===== src/rtl/serial_tx.sv =====
// Framed asynchronous serial transmitter: start bit, WIDTH data bits LSB first,
// optional even parity (define SERIAL_TX_PARITY_EN), stop bit; DIV clocks per bit.
module serial_tx #(
    parameter int WIDTH = 8,
    parameter int DIV   = 4
) (
    input  logic             CLK,
    input  logic             RESET,
    input  logic [WIDTH-1:0] DIN,
    input  logic             LOAD,
    output logic             READY,
    output logic             SOUT,
    output logic             BUSY,
    output logic             DONE
);

    localparam int DW = (DIV > 2) ? $clog2(DIV) : 1;
    localparam int BW = (WIDTH > 2) ? $clog2(WIDTH) : 1;

`ifdef SERIAL_TX_PARITY_EN
    typedef enum logic [2:0] {IDLE, START, DATA, PARITY, STOP} state_t;
`else
    typedef enum logic [1:0] {IDLE, START, DATA, STOP} state_t;
`endif

    state_t            state_q, state_d;
    logic [DW-1:0]     div_q, div_d;
    logic [BW-1:0]     bit_q, bit_d;
    logic [WIDTH-1:0]  shreg_q, shreg_d;
    logic              sout_q, sout_d;
    logic              ready_q, ready_d;
    logic              busy_q, busy_d;
    logic              done_q, done_d;
`ifdef SERIAL_TX_PARITY_EN
    logic              par_q, par_d;
`endif
    logic              bit_end;

    assign bit_end = (div_q == DW'(DIV - 1));

    // SOUT is computed one step ahead so the registered line changes on the
    // same edge the state does (start bit appears at the accepting edge).
    always_comb begin
        state_d = state_q;
        div_d   = div_q;
        bit_d   = bit_q;
        shreg_d = shreg_q;
        sout_d  = sout_q;
        ready_d = ready_q;
        busy_d  = busy_q;
        done_d  = 1'b0;
`ifdef SERIAL_TX_PARITY_EN
        par_d   = par_q;
`endif
        case (state_q)
            IDLE: begin
                sout_d  = 1'b1;
                ready_d = 1'b1;
                busy_d  = 1'b0;
                if (LOAD) begin
                    shreg_d = DIN;
`ifdef SERIAL_TX_PARITY_EN
                    par_d   = ^DIN;
`endif
                    div_d   = '0;
                    state_d = START;
                    sout_d  = 1'b0;
                    ready_d = 1'b0;
                    busy_d  = 1'b1;
                end
            end
            START: begin
                if (bit_end) begin
                    div_d   = '0;
                    bit_d   = '0;
                    state_d = DATA;
                    sout_d  = shreg_q[0];
                end else begin
                    div_d = div_q + DW'(1);
                end
            end
            DATA: begin
                if (bit_end) begin
                    div_d   = '0;
                    shreg_d = shreg_q >> 1;
                    if (bit_q == BW'(WIDTH - 1)) begin
`ifdef SERIAL_TX_PARITY_EN
                        state_d = PARITY;
                        sout_d  = par_q;
`else
                        state_d = STOP;
                        sout_d  = 1'b1;
`endif
                    end else begin
                        bit_d  = bit_q + BW'(1);
                        sout_d = shreg_d[0];
                    end
                end else begin
                    div_d = div_q + DW'(1);
                end
            end
`ifdef SERIAL_TX_PARITY_EN
            PARITY: begin
                if (bit_end) begin
                    div_d   = '0;
                    state_d = STOP;
                    sout_d  = 1'b1;
                end else begin
                    div_d = div_q + DW'(1);
                end
            end
`endif
            STOP: begin
                if (bit_end) begin
                    div_d   = '0;
                    state_d = IDLE;
                    sout_d  = 1'b1;
                    ready_d = 1'b1;
                    busy_d  = 1'b0;
                    done_d  = 1'b1;
                end else begin
                    div_d = div_q + DW'(1);
                end
            end
            default: begin
                state_d = IDLE;
                sout_d  = 1'b1;
                ready_d = 1'b1;
                busy_d  = 1'b0;
            end
        endcase
    end

    always_ff @(posedge CLK or negedge RESET) begin
        if (!RESET) begin
            state_q <= IDLE;
            div_q   <= '0;
            bit_q   <= '0;
            shreg_q <= '0;
            sout_q  <= 1'b1;
            ready_q <= 1'b1;
            busy_q  <= 1'b0;
            done_q  <= 1'b0;
`ifdef SERIAL_TX_PARITY_EN
            par_q   <= 1'b0;
`endif
        end else begin
            state_q <= state_d;
            div_q   <= div_d;
            bit_q   <= bit_d;
            shreg_q <= shreg_d;
            sout_q  <= sout_d;
            ready_q <= ready_d;
            busy_q  <= busy_d;
            done_q  <= done_d;
`ifdef SERIAL_TX_PARITY_EN
            par_q   <= par_d;
`endif
        end
    end

    assign SOUT  = sout_q;
    assign READY = ready_q;
    assign BUSY  = busy_q;
    assign DONE  = done_q;

endmodule


===== config.mk =====
export PLATFORM = sky130hd
export DESIGN_NAME = serial_tx
export DESIGN_NICKNAME = d
export VERILOG_FILES = /design/src/rtl/serial_tx.sv
export SDC_FILE = /design/constraint.sdc
export NUM_CORES = 1
export LEC_CHECK = 0
export CELL_PAD_IN_SITES_DETAIL_PLACEMENT = 0
export CELL_PAD_IN_SITES_GLOBAL_PLACEMENT = 2
export CORE_MARGIN = 2
export CORE_UTILIZATION = 34
export CTS_BUF_LIST = sky130_fd_sc_hd__clkbuf_2
export CTS_CLUSTER_SIZE = 40
export DETAILED_ROUTE_END_ITERATION = 10
export GPL_TIMING_DRIVEN = 1
export PLACE_DENSITY_LB_ADDON = 0.1
export SLEW_MARGIN = 10
export SYNTH_ARGS = -nofsm -noshare
export SYNTH_HDL_FRONTEND = slang
export SYNTH_SLANG_ARGS = --single-unit

===== constraint.sdc =====
create_clock -name CLK -period 1.6 [get_ports CLK]
set_input_delay 0.32 -clock CLK [delete_from_list [all_inputs] [get_ports CLK]]
set_output_delay 0.32 -clock CLK [all_outputs]
set_load 0.01 [all_outputs]

==> results.md <==
- Status: finished, final reports clean
- Crit path kind: reg -> reg
- Number of buffers created by CTS: 3
- Yosys Warn Count: 0
- Final antenna-violating net count: 0
- All-layer global routing usage: 0.140
- GP Congestion: 0.778
- Depth of the CTS H-tree: 1
- Tot Pwr: 0.00290 W
- Synth Instances: 86
- Routed length per placed instance: 13.1 um
- Dpl cells: 160
- Post-synth ARST share: 1.00
- Avg Vias per Cell: 4.72
- Layout overhead on the synthesized area: 37.4%
- P_int: 0.00185 W
- Critical Path Start Type: flop
- DP Wirelength: 1650 um
- Post-Syn Nets: 105
- Final Cycle Share: 0.978
- Crit end category: flop
- Post-synthesis sequential area ratio: 0.448
- Buffers on Ports: 14
- P_sw: 0.00105 W
- Max-cap violations: 0
- FILL cells: 291
- Netlist cell types: 32
- Top cells by count, synth: dfrtp_1, ha_1, mux2_2
- Combinational share of power: 0.623
- CTS tree: built
- Hold_ws: 296 ps
- Min-delay worst type: in -> async
- Starting Density: 0.352
- Clock Sinks: 19
- Crit path DAT: 1810 ps
- GR Overflow Total: 0
- IO Count: 15
- Drc violations: 0
- Fmax: 639 MHz
- Vias post-DR: 779
- Pwr/cell area: 1980 nW/um2
- Sw Share: 0.363
- Die W: 60.0 um
- Layout Utilization: 0.484
- Largest net degree at the start of global routing: 20
- Clk pwr share: 0.077
- Critical Path RT: 1840 ps
- Hold-fix buffers at CTS: 0
- Largest cells by area after synthesis: dfrtp_1, mux2_4, ha_1
- Placed Area: 1400 um2
- Clock buffer depth: 2
- Relative slew margins: 0.803
- P_leak: 0.655 nW
- Fin Clk Skew: 1.67 ps
- Slew Viols, Final: 0
- Worst VDD drop: 0.836 mV
- Final wirelength: 2160 um
- Die height: 60.0 um
- Num rows: 20
- Synth Cell Area: 1070 um2
- Share of power burned in registers: 0.301
- Syn Area/Cell: 12.4 um2
- Final Critical Period: 1560 ps
- Number of antenna diodes: 0
- First-pass DRT Iterations: 4
- Final Hold Viols: 0
- Non-filler cells, final: 165
- Worst R2R Path Depth: 4
- Synth Register Bits: 19
- Clk pin slew, worst setup/hold paths: 200 ps
- Initial antenna violation count: 0
- CP max FO: 7
- Initial DRC Count: 21
- Die Area: 3600 um2
- Core Area: 3030 um2
- Final net count: 141
- Area fraction of the dominant cell type after synthesis: 0.399
- Least-Margin Pin Slew: 294 ps
- RSZ-0062 raised after global routing: true
- Share of cells above drive strength 1: 0.438
- Fin area: 1470 um2
- Cell taking the most area after synthesis: dfrtp_1
- Dominant synthesized flop cell: dfrtp_1
- Clk root buf: clkbuf_2
- Vias in the first global route: 762
- Cell with the most instances after synthesis: dfrtp_1
- Global-route wire length before repair: 3640 um
- Clk Latency, worst-skew pair: 320 ps
- EDFF count, synth: 0
- # setup viols final: 0
-- per-layer routing --
layer / vias to the layer above / global-route usage / routed length (um)
li1: 384 / - / -
met1: 378 / 0.184 / 1030
met2: 12 / 0.222 / 1010
met3: 5 / 0.0260 / 68
met4: 0 / 0.0667 / 43
met5: - / 0 / 0
-- critical path, stage by stage, from the launching register on --
cell and delay, ps:
dfrtp_2 490, ha_4 210, mux2i_4 190, nor2_4 260, mux2_4 330
-- per-stage QoR --
| step | setup TNS (ps) | setup slack (ps) |
|---|---|---|
| CTS | 0 | 3.10 |
| global placement | -463 | -67.9 |
| global route | -309 | -47.2 |
| floorplan | 0 | 22.3 |
| finish | 0 | 35.7 |
| detailed placement | -580 | -79.1 |
-- logic make-up after synthesis --
kind of cell             share of synthesized area
adder cells (fa/ha/maj)                     0.0939
AND/OR/NAND/NOR                             0.0986
buffers and inverters                       0.0293
flip-flops                                   0.448
AO/OA/AOI/OAI                                0.107
multiplexers                                 0.223
-- area by class of cell --
cell class	instances	area, um2	share of cell area
clock buffers	3	15.0	0.0102
clock inverters	1	5.00	0.00342
inverters	4	15.0	0.0102
flip-flops and latches	19	479	0.327
well taps	44	55.1	0.0376
repair buffers	33	287	0.196
multi-input cells	61	609	0.416
-- registers in the layout, indices dropped and copies added (netlist names) --
signal / flops
READY: 1
SOUT: 1
bit_q: 3
DONE: 1
BUSY: 1
state_q: 2
div_q: 2
shreg_q: 8
-- power groups by stage --
stage               Combinational (W)  Sequential [W]  Clock, W
floorplan                     0.00111        0.000868         0
CTS                           0.00188        0.000868  0.000234
global placement              0.00172        0.000872         0
detailed placement            0.00174        0.000875         0
global route                  0.00200        0.000904  0.000255
finish                        0.00180        0.000872  0.000222
-- path summary, 6_finish.rpt --
| check | slack (ps) | end | start |
|---|---|---|---|
| worst max-delay path | 40 | shreg_q[6] | state_q[1] |
| worst min-delay path | 300 | BUSY | RESET |
| worst max register to register | 40 | shreg_q[6] | state_q[1] |
| worst min register to register | 520 | div_q[1] | div_q[1] |
| max in group asynchronous | 1040 | SOUT | RESET |
| min in group CLK | 520 | div_q[1] | div_q[1] |
-- cells in the final DEF, fill, tap and decap left out, types with 2 or more instances in the layout --
cell,count
a22oi_1,4
buf_4,18
clkbuf_2,3
clkdlybuf4s50_1,11
dfrtp_1,16
dfstp_2,2
dlygate4sd2_1,2
ha_1,5
ha_4,2
inv_1,2
inv_2,2
mux2_1,2
mux2_2,8
mux2_4,7
nand2_1,4
nand2b_1,2
o21ai_0,4
o21ai_1,2
-- timing repair --
item / 4_1_cts / 5_1_grt
resized for setup: 9 / 7
pin swaps: 0 / 2
buffers inserted: 2 / 1
setup endpoints to repair: 10 / 13
Power figures use the tool's default switching activity.
